### config.mk
export PLATFORM = sky130hd
export DESIGN_NAME = fp_mac_seq
export DESIGN_NICKNAME = d
export VERILOG_FILES = /design/src/rtl/fp_mac_seq.sv
export SDC_FILE = /design/constraint.sdc
export NUM_CORES = 1
export LEC_CHECK = 0
export BUFFER_PORTS_ARGS = -buffer_cell sky130_fd_sc_hd__buf_2
export CAP_MARGIN = 20
export CORE_MARGIN = 8
export CORE_UTILIZATION = 35
export CTS_CLUSTER_DIAMETER = 40
export DETAILED_ROUTE_END_ITERATION = 8
export GPL_ROUTABILITY_DRIVEN = 0
export MAX_ROUTING_LAYER = met4
export SLEW_MARGIN = 20
export SYNTH_ARGS = -nofsm -noshare
export SYNTH_HDL_FRONTEND = slang
export SYNTH_SLANG_ARGS = --single-unit
### constraint.sdc
create_clock -name clk -period 13.94 [get_ports clk]
set_clock_uncertainty 0.05 [all_clocks]
set_input_delay 0 -clock clk [delete_from_list [all_inputs] [get_ports clk]]
set_output_delay 0 -clock clk [all_outputs]
set_load 0.01 [all_outputs]
### src/rtl/fp_mac_seq.sv
// fp_mac_seq: sequential non-fused floating-point MUL/ADD/MAC/LDM unit
// with persistent accumulator, exception flags and start83/done83 handshake.

module fp_mac_seq #(
  parameter int EXP_W = 5,
  parameter int MAN_W = 10
) (
  input  logic                 clk,
  input  logic                 reset83,
  input  logic                 start83,
  input  logic [1:0]           mode83,
  input  logic [EXP_W+MAN_W:0] a83,
  input  logic [EXP_W+MAN_W:0] b83,
  output logic [EXP_W+MAN_W:0] ans83,
  output logic                 done83,
  output logic                 busy83,
  output logic                 ovf83,
  output logic                 unf83,
  output logic                 nan83
);

  localparam int W   = 1 + EXP_W + MAN_W;
  localparam int EW2 = EXP_W + 2;
  localparam int MW1 = MAN_W + 1;
  localparam int AW  = MAN_W + 4;
  localparam int SW  = AW + 1;
  localparam int PW  = $clog2(SW);
  localparam int PRW = 2 * MW1;

  localparam logic [EW2-1:0] BIAS_E = EW2'((1 << (EXP_W - 1)) - 1);
  localparam logic [EW2-1:0] EMAX_E = EW2'((1 << EXP_W) - 1);
  localparam logic [EW2-1:0] SHMX_E = EW2'(MAN_W + 3);
  localparam logic [EW2-1:0] NPOS_E = EW2'(AW - 1);
  localparam logic [EXP_W-1:0] EONES = '1;
  localparam logic [W-1:0] QNAN =
    {1'b0, EONES, 1'b1, {(MAN_W-1){1'b0}}};

  localparam logic [1:0] MD_ADD = 2'b01;
  localparam logic [1:0] MD_MAC = 2'b10;

  typedef enum logic [2:0] {
    S_IDLE, S_UNPACK, S_MUL, S_ALIGN, S_ADD, S_NORM, S_DONE
  } state_t;

  typedef struct packed {
    logic             spc;
    logic             spc_nan;
    logic [W-1:0]     spc_res;
    logic             ps;
    logic [EXP_W-1:0] ea;
    logic [EXP_W-1:0] eb;
    logic [MW1-1:0]   ma;
    logic [MW1-1:0]   mb;
    logic             pz;
    logic             qs;
    logic [EXP_W-1:0] qe;
    logic [MW1-1:0]   qm;
    logic             qz;
  } unp_t;

  typedef struct packed {
    logic [EW2-1:0] pe;
    logic [MW1-1:0] pm;
  } mul_t;

  typedef struct packed {
    logic [AW-1:0]  xm;
    logic [AW-1:0]  ym;
    logic           xs;
    logic           ys;
    logic [EW2-1:0] xe;
  } aln_t;

  typedef struct packed {
    logic [SW-1:0] sm;
    logic          ss;
  } add_t;

  state_t       state_q, state_d;
  logic [W-1:0] a_q, a_d, b_q, b_d;
  logic [W-1:0] acc_q, acc_d, ans_q, ans_d;
  logic [1:0]   mode_q, mode_d;
  logic         done_q, done_d, busy_q, busy_d;
  logic         ovf_q, ovf_d, unf_q, unf_d;
  logic         nan_q, nan_d;
  unp_t         unp_q, unp_d;
  mul_t         mul_q, mul_d;
  aln_t         aln_q, aln_d;
  add_t         add_q, add_d;

  logic [W-1:0]     q_w;
  logic [EXP_W-1:0] a_e, b_e, q_e;
  logic [MAN_W-1:0] a_f, b_f, q_f;
  logic a_z, a_i, a_n, b_z, b_i, b_n, q_z, q_i;
  logic is_mul, p_inf, p_zero, p_s, any_nan;

  assign is_mul = (mode_q != MD_ADD);
  assign q_w = (mode_q == MD_ADD) ? b_q :
               (mode_q == MD_MAC) ? acc_q : '0;

  assign a_e = a_q[W-2 -: EXP_W];
  assign b_e = b_q[W-2 -: EXP_W];
  assign q_e = q_w[W-2 -: EXP_W];
  assign a_f = a_q[MAN_W-1:0];
  assign b_f = b_q[MAN_W-1:0];
  assign q_f = q_w[MAN_W-1:0];

  assign a_z = (a_e == '0);
  assign b_z = (b_e == '0);
  assign q_z = (q_e == '0);
  assign a_i = (a_e == EONES) && (a_f == '0);
  assign b_i = (b_e == EONES) && (b_f == '0);
  assign q_i = (q_e == EONES) && (q_f == '0);
  assign a_n = (a_e == EONES) && (a_f != '0);
  assign b_n = (b_e == EONES) && (b_f != '0);

  assign p_inf  = is_mul ? (a_i | b_i) : a_i;
  assign p_zero = is_mul ? (a_z | b_z) : a_z;
  assign p_s    = is_mul ? (a_q[W-1] ^ b_q[W-1]) : a_q[W-1];
  assign any_nan = a_n | b_n
                 | (is_mul & ((a_i & b_z) | (b_i & a_z)))
                 | (p_inf & q_i & (p_s != q_w[W-1]));

  always_comb begin
    unp_d = unp_q;
    if (state_q == S_UNPACK) begin
      unp_d.spc     = any_nan | p_inf | q_i;
      unp_d.spc_nan = any_nan;
      unp_d.spc_res = any_nan ? QNAN :
        {(p_inf ? p_s : q_w[W-1]), EONES, {MAN_W{1'b0}}};
      unp_d.ps = p_s;
      unp_d.ea = a_e;
      unp_d.eb = b_e;
      unp_d.ma = a_z ? '0 : {1'b1, a_f};
      unp_d.mb = b_z ? '0 : {1'b1, b_f};
      unp_d.pz = p_zero;
      unp_d.qs = q_w[W-1];
      unp_d.qe = q_e;
      unp_d.qm = q_z ? '0 : {1'b1, q_f};
      unp_d.qz = q_z;
    end
  end

  logic [PRW-1:0] prod;
  logic [EW2-1:0] e_sum;

  assign prod  = PRW'(unp_q.ma) * PRW'(unp_q.mb);
  assign e_sum = EW2'(unp_q.ea) + EW2'(unp_q.eb) - BIAS_E;

  always_comb begin
    mul_d = mul_q;
    if (state_q == S_MUL) begin
      if (!is_mul) begin
        mul_d.pm = unp_q.ma;
        mul_d.pe = EW2'(unp_q.ea);
      end else if (prod[PRW-1]) begin
        mul_d.pm = prod[PRW-1 -: MW1];
        mul_d.pe = e_sum + EW2'(1);
      end else begin
        mul_d.pm = prod[PRW-2 -: MW1];
        mul_d.pe = e_sum;
      end
    end
  end

  logic [EW2-1:0] q_ex, e_dif, e_mag, sh;
  logic           p_ge;
  logic [AW-1:0]  p_al, q_al;

  assign q_ex  = EW2'(unp_q.qe);
  assign e_dif = mul_q.pe - q_ex;
  assign p_ge  = $signed(mul_q.pe) >= $signed(q_ex);
  assign e_mag = p_ge ? e_dif : -e_dif;
  assign sh    = (e_mag > SHMX_E) ? SHMX_E : e_mag;
  assign p_al  = {mul_q.pm, 3'b000};
  assign q_al  = {unp_q.qm, 3'b000};

  // A zero operand never sets the exponent; the other side passes unshifted.
  always_comb begin
    aln_d = aln_q;
    if (state_q == S_ALIGN) begin
      aln_d.xm = p_al;
      aln_d.xs = unp_q.ps;
      aln_d.xe = mul_q.pe;
      aln_d.ym = '0;
      aln_d.ys = unp_q.ps;
      if (!unp_q.qz) begin
        if (unp_q.pz || !p_ge) begin
          aln_d.xm = q_al;
          aln_d.xs = unp_q.qs;
          aln_d.xe = q_ex;
          aln_d.ys = unp_q.qs;
          if (!unp_q.pz) begin
            aln_d.ym = p_al >> sh;
            aln_d.ys = unp_q.ps;
          end
        end else begin
          aln_d.ym = q_al >> sh;
          aln_d.ys = unp_q.qs;
        end
      end
    end
  end

  always_comb begin
    add_d = add_q;
    if (state_q == S_ADD) begin
      if (aln_q.xs == aln_q.ys) begin
        add_d.sm = {1'b0, aln_q.xm} + {1'b0, aln_q.ym};
        add_d.ss = aln_q.xs;
      end else if (aln_q.xm >= aln_q.ym) begin
        add_d.sm = {1'b0, aln_q.xm - aln_q.ym};
        add_d.ss = aln_q.xs;
      end else begin
        add_d.sm = {1'b0, aln_q.ym - aln_q.xm};
        add_d.ss = aln_q.ys;
      end
    end
  end

  logic [PW-1:0]  pos, sh_l;
  logic [SW-1:0]  nm;
  logic [EW2-1:0] ne;
  logic [W-1:0]   n_res;
  logic           n_ovf, n_unf, n_nan;
  logic           unused_bits;

  always_comb begin
    pos = '0;
    for (int i = 0; i < SW; i++) begin
      if (add_q.sm[i]) pos = PW'(i);
    end
  end

  assign sh_l = PW'(SW - 1) - pos;
  assign nm   = add_q.sm << sh_l;
  assign ne   = aln_q.xe + EW2'(pos) - NPOS_E;

  always_comb begin
    n_res = '0;
    n_ovf = 1'b0;
    n_unf = 1'b0;
    n_nan = 1'b0;
    if (unp_q.spc) begin
      n_res = unp_q.spc_res;
      n_nan = unp_q.spc_nan;
    end else if (add_q.sm != '0) begin
      if (!ne[EW2-1] && ne >= EMAX_E) begin
        n_res = {add_q.ss, EONES, {MAN_W{1'b0}}};
        n_ovf = 1'b1;
      end else if (ne[EW2-1] || ne == '0) begin
        n_res = {add_q.ss, {(W-1){1'b0}}};
        n_unf = 1'b1;
      end else begin
        n_res = {add_q.ss, ne[EXP_W-1:0], nm[SW-2 -: MAN_W]};
      end
    end
  end

  assign unused_bits =
    ^{prod[PRW-MW1-2:0], nm[SW-1], nm[SW-MAN_W-2:0]};

  always_comb begin
    state_d = state_q;
    a_d     = a_q;
    b_d     = b_q;
    mode_d  = mode_q;
    acc_d   = acc_q;
    ans_d   = ans_q;
    done_d  = done_q;
    busy_d  = busy_q;
    ovf_d   = ovf_q;
    unf_d   = unf_q;
    nan_d   = nan_q;
    unique case (state_q)
      S_IDLE: begin
        if (start83) begin
          state_d = S_UNPACK;
          a_d     = a83;
          b_d     = b83;
          mode_d  = mode83;
          busy_d  = 1'b1;
          ovf_d   = 1'b0;
          unf_d   = 1'b0;
          nan_d   = 1'b0;
        end
      end
      S_UNPACK: state_d = S_MUL;
      S_MUL:    state_d = S_ALIGN;
      S_ALIGN:  state_d = S_ADD;
      S_ADD:    state_d = S_NORM;
      S_NORM: begin
        state_d = S_DONE;
        ans_d   = n_res;
        ovf_d   = n_ovf;
        unf_d   = n_unf;
        nan_d   = n_nan;
        if (mode_q[1]) acc_d = n_res;
      end
      S_DONE: begin
        if (!done_q) begin
          done_d = 1'b1;
        end else if (!start83) begin
          state_d = S_IDLE;
          done_d  = 1'b0;
          busy_d  = 1'b0;
        end
      end
      default: state_d = S_IDLE;
    endcase
  end

  always_ff @(posedge clk) begin
    if (!reset83) begin
      state_q <= S_IDLE;
      a_q     <= '0;
      b_q     <= '0;
      mode_q  <= '0;
      acc_q   <= '0;
      ans_q   <= '0;
      done_q  <= 1'b0;
      busy_q  <= 1'b0;
      ovf_q   <= 1'b0;
      unf_q   <= 1'b0;
      nan_q   <= 1'b0;
      unp_q   <= '0;
      mul_q   <= '0;
      aln_q   <= '0;
      add_q   <= '0;
    end else begin
      state_q <= state_d;
      a_q     <= a_d;
      b_q     <= b_d;
      mode_q  <= mode_d;
      acc_q   <= acc_d;
      ans_q   <= ans_d;
      done_q  <= done_d;
      busy_q  <= busy_d;
      ovf_q   <= ovf_d;
      unf_q   <= unf_d;
      nan_q   <= nan_d;
      unp_q   <= unp_d;
      mul_q   <= mul_d;
      aln_q   <= aln_d;
      add_q   <= add_d;
    end
  end

  assign ans83  = ans_q;
  assign done83 = done_q;
  assign busy83 = busy_q;
  assign ovf83  = ovf_q;
  assign unf83  = unf_q;
  assign nan83  = nan_q;

endmodule

# [Word-level counts from Yosys, hierarchy flattened]
# Cells that the tools add are included.
[word_totals] regBits=215 out_inout_bits=21
[classes] addsub=11 mul=1 n_lt_le_gt_ge=4 n_eq_ne=17 n_shift=3 n_mux=64 n_bitwise=14 n_reduce_logical=28
[ops] operator="16-bit two-way mux" n=6
[ops] operator="4-bit two-way mux" n=13
[ops] operator="15-bit two-way mux" n=3
[ops] operator="14-bit two-way mux" n=3
[ops] operator="37-bit two-way mux" n=1
[ops] operator="18-bit two-way mux" n=2
[ops] operator="11-bit two-way mux" n=3
[ops] operator="10-bit zero test" n=3
[ops] operator="14-bit by 7-bit right shift with 14-bit output" n=2
[ops] operator="14-bit subtractor" n=2
[ops] operator="11-bit by 11-bit multiplier with 22-bit output" n=1
[ops] operator="1-bit two-way mux" n=22
[ops] operator="7-bit two-way mux" n=3
[ops] operator="3-bit case mux with 7 select lines" n=1
[ops] operator="10-bit nonzero test" n=2
[ops] operator="14-bit by 14-bit adder with 15-bit output" n=1
[ops] operator="5-bit == test, second input constant" n=3
[ops] operator="5-bit zero test" n=3
[ops] operator="15-bit nonzero test" n=1
[ops] operator="15-bit by 4-bit << shifter with 14-bit output" n=1
[ops] operator="14-bit >= comparator" n=1
[ops] operator="3-bit == test, second input constant" n=3
[ops] operator="3-bit two-way mux" n=3
[ops] operator="1-bit bitwise OR" n=8
[ops] operator="31 further kinds" n=51

# [Longest topological paths before layout]
[logic_depth] word_depth=23 mapped_depth=24 ltp_nobuf=22

# [Worst setup path before layout]
# No wires, ideal clock.
[synth_path] path_type="reg-to-reg" from="register unp_q[29] (netlist name)" to="register mul_q[12] (netlist name)" setup_time_ns=0.116 t_arrival_ns=5.631 setup_slack_ns=8.143 stages_incl_launch_ff=23 period_less_slack_ns=5.797 cell_sequence="dfxtp_1 clkbuf_1 nand2_1 fa_1 inv_1 fa_1 fa_1 fa_1 inv_1 fa_1 inv_1 ha_1 o21a_1 o211ai_1 a21boi_0 o21a_1 o2111ai_1 nand2_1 xnor2_1 clkbuf_1 mux2i_1 a21oi_1 a31o_2"
[synth_between] elab_chain_len=3
[synth_rtl] element="start, declared" line_no="86" text="unp_t unp_q, unp_d;"
[synth_rtl] element="start signal, assigned" line_no="342" text="unp_q <= unp_d;"
[synth_rtl] element="11-bit by 11-bit multiplier with 22-bit output" line_no="147" text="assign prod = PRW'(unp_q.ma) * PRW'(unp_q.mb);"
[synth_rtl] element="18-bit two-way mux" line_no="156" text="end else if (prod[PRW-1]) begin"
[synth_rtl] element="18-bit two-way mux" line_no="153" text="if (!is_mul) begin"
[synth_rtl] element="end signal, assigned" line_no="343" text="mul_q <= mul_d;"
[synth_rtl] element="end, declared" line_no="87" text="mul_t mul_q, mul_d;"
# Every way passes these cells.
# A chain may end at the register's enable or synchronous reset.

# [Worst setup path in the final report]
[layout_path] from="register unp_q[32] (netlist name)" to="register mul_q[14] (netlist name)"
# The elaborated chain is that of the path after synthesis.

==> results.tsv <==
stage	metric	value	unit
status	status	complete, no violations	
setup_path	worstSetupPathType	flip-flop to flip-flop	
cts	cts_tree	yes	
yosys	async_reset_ff_share	0	%
yosys	yosys_warnings	0	
cts	clkSinkCount	198	
yosys	ys_ff_latch	198	
cells_and_area	syn_to_final_growth	9.91	%
yosys	synth_area_per_cell	7.71	µm²
global_route	grt_pass1_vias	14671	
setup_path	reg2reg_depth	21	
yosys	synth_compound_area_share	22.1	%
timing	fin_crit	6120	ps
routing	vias	15168	
yosys	synth_xor_area_share	2.32	%
yosys	synth_flop_cell	dfxtp_1	
routing	antenna_left	0	
timing	relSlewSlack	31.8	%
routing	drc_errors	0	
floorplan	initial_core_util	35.2	%
yosys	synth_top_family_by_area	compound AO/OA/AOI/OAI gates	
cts	clockBufferDepth	2	
hold_path	worstHoldEndpoint	add_q[14]	
setup_path	ff2ff_setup_slack	7820	ps
floorplan	die_w	231	µm
cts	numCtsBuffers	17	
yosys	yosys.area_share.simple	21.4	%
floorplan	pin_count	58	
yosys	yosysTopAreaCellShare	24.4	%
cells_and_area	drive_gt1_share	6.97	%
global_route	grt_max_degree	90	
placement	io_buffer_count	57	
timing	tightest_slew	1020	ps
global_route	grt_overflow_total	0	
yosys	synth_area	16200	µm²
timing	holdWs	172	ps
routing	via_per_inst	5.58	
pwr	seq_power_share	37.1	%
timing	setup_violations	0	
yosys	synth_adder_area_share	19.2	%
floorplan	die_area	53500	µm²
yosys	ys_seq_area_share	24.4	%
timing	final_max_slew_viol_count	0	
floorplan	rows	79	
yosys	synth_fp_nets	2341	
yosys	synth.distinct_cells	87	
timing	finalHoldViolCount	0	
timing	fmax	0.163	GHz
pwr	p_comb_share	32.5	%
global_route	antenna_found_initial	0	
pwr	internal_power	1020	µW
cts	cts.clk_slew.worst_paths	90	ps
pwr	power_density	94.4	nW/µm²
floorplan	die_h	231	µm
hold_path	hp-start	reset83	
pwr	peakVddDrop	0.111	mV
pwr	swShare	39.3	%
yosys	netlist_instances	2105	
cells_and_area	final_cell_mix	331 x nand2_1, 198 x dfxtp_1, 173 x inv_1, 167 x a21oi_1, 154 x nor2_1	
timing	layout_worst_path_cycle_share	43.9	%
timing	fin_setup_tns	0	ps
pwr	leakage	0.00732	µW
run	drv_cap	0	
setup_path	slowest_stage	dfxtp_1	
cts	clk_latency	460	ps
setup_path	r2r_start	unp_q[32]	
pwr	netSwitchingPower	662	µW
setup_path	worstPathArrival	6420	ps
setup_path	crit_path_start_kind	flip-flop	
setup_path	slowest_delay	660	ps
placement	place_hpwl	36.5	mm
setup_path	r2r_end	mul_q[14]	
timing	rsz0062_at_grt	false	
cts	htreeDepth	4	
yosys	synth.area.top_cells	dfxtp_1 24%, fa_1 10%, ha_1 8.9%, nand2_1 7.7%, a21oi_1 5.2%	
hold_path	whs_path_depth	4	
yosys	synth.largest_area_cell	dfxtp_1	
routing	drtPass1Iterations	6	
yosys	yosys-mux-area-fraction	3.01	%
cells_and_area	antenna_cells	0	
setup_path	cp_common_cell	fa_1	
floorplan	core_area	46200	µm²
cells_and_area	layout_commonest_cell	nand2_1	
cells_and_area	final_nets	2333	
routing	routed_wl	48.3	mm
cts	ctsResizeCount	0	
hold_path	hold_path_class	primary input to flip-flop	
setup_path	worstPathCellList	nand2_1 -> fa_1 -> inv_1 -> fa_1 -> fa_1 -> fa_1 -> inv_1 -> fa_1 -> inv_1 -> ha_1 -> o21a_1 -> o211ai_1 -> a21boi_0 -> o21a_1 -> o2111ai_1 -> nand2_1 -> xnor2_1 -> buf_4 -> nand2_1 -> and3_1 -> o41ai_1	
setup_path	required	14240	ps
global_route	grt_first_pass_wirelength	77.8	mm
routing	drt_iter0_drc	1338	
yosys	synth_edf_count	0	
cts	root_buffer	clkbuf_16	
setup_path	endpoint_kind	flip-flop	
cts	cts_hold_buf	35	
cts	cts_setup_buffers	0	
routing	routedWlPerCell	17.8	µm
pwr	p_clk_share	30.4	%
global_route	grt.total_usage	18.1	%
setup_path	crit_fanout	22	
synth_stat cells, drive strengths merged, types with 11 or more instances:
master / number
fa: 84
a211oi: 51
o21ai: 91
clkbuf: 121
o31ai: 14
and3: 14
nor2: 158
nor2b: 18
ha: 115
nand3: 80
a311oi: 25
dfxtp: 198
a21o: 20
inv: 175
buf: 16
o211ai: 22
a31oi: 17
xnor2: 25
a21oi: 169
nand2b: 18
o21a: 13
nor3: 43
mux2i: 33
nand2: 331
a22oi: 26
or3: 11
and2: 52
xor2: 18
metal layers:
metal  track usage [%]  vias to the layer above  share of wire [%]  wire (µm)
li1                  -                     7289                  -          -
met1              24.7                     7244                 47      22800
met2              27.7                      545                 44      21500
met3              2.81                       90                6.2       3000
met4              4.81                        0                2.3       1100
met5                 -                        -                  0          0
registers in the layout (all words and copies together) (netlist names):
name	flops
unp_q	40
aln_q	34
mul_q	18
a_q	16
acc_q	16
add_q	16
ans83	16
b_q	16
q_al	11
q_ex	5
state_q	3
mode_q	2
busy83	1
done83	1
nan83	1
ovf83	1
unf83	1
stage by stage:
step	util, %	instance area (µm²)	total power [µW]	setup WS, ps	std cells
2_1_floorplan	-	16200	1040	8140	2105
3_3_place_gp	36.5	16900	1150	7990	2650
3_5_place_dp	36.5	16900	1160	7860	2650
4_1_cts	38.6	17800	1680	7840	2717
5_1_grt	38.6	17800	1760	7480	2717
6_report	38.6	17800	1680	7820	2717
cell type report:
cell class,instances,area (µm²)
Fill cell,4707,28300
Multi-Input combinational cell,1595,11100
Sequential cell,198,3960
Timing Repair Buffer,110,771
Tap cell,607,759
Inverter,175,659
Clock buffer,18,439
Clock inverter,14,178
how the worst max path moves through the flow:
stage / from / end / slack [ps] / cells after the start
6_report: unp_q[32] / mul_q[14] / 7820 / 21
5_1_grt: unp_q[32] / mul_q[14] / 7480 / 21
4_1_cts: unp_q[32] / mul_q[14] / 7840 / 21
3_5_place_dp: unp_q[32] / mul_q[14] / 7860 / 21
3_3_place_gp: unp_q[32] / mul_q[14] / 7990 / 21
2_1_floorplan: unp_q[29] / mul_q[12] / 8140 / 22
worst max-delay path, delay by kind of cell (launching register included):
kind,cells,cell delay (ps)
simple gates,4,540
xor+xnor,1,150
flops,1,660
fa+ha+maj,6,3050
buf+inv,4,410
compound gates,6,1160
power by group through the flow:
stage | sequential [µW] | clock (µW) | combinational (µW)
detailed placement | 636 | 0 | 523
global route | 628 | 542 | 592
finish | 624 | 511 | 548
global placement | 635 | 0 | 519
CTS | 623 | 521 | 534
floorplan | 616 | 0 | 421
logic make-up after synthesis:
kind of cell / Yosys count
AOI/OAI and AO/OA: 544
and+or+nand+nor: 765
buffers and inverters: 312
adders and majority gates: 199
xor gates and xnor gates: 43
DFF: 198
muxes: 44
Power figures use the tool's default switching activity.
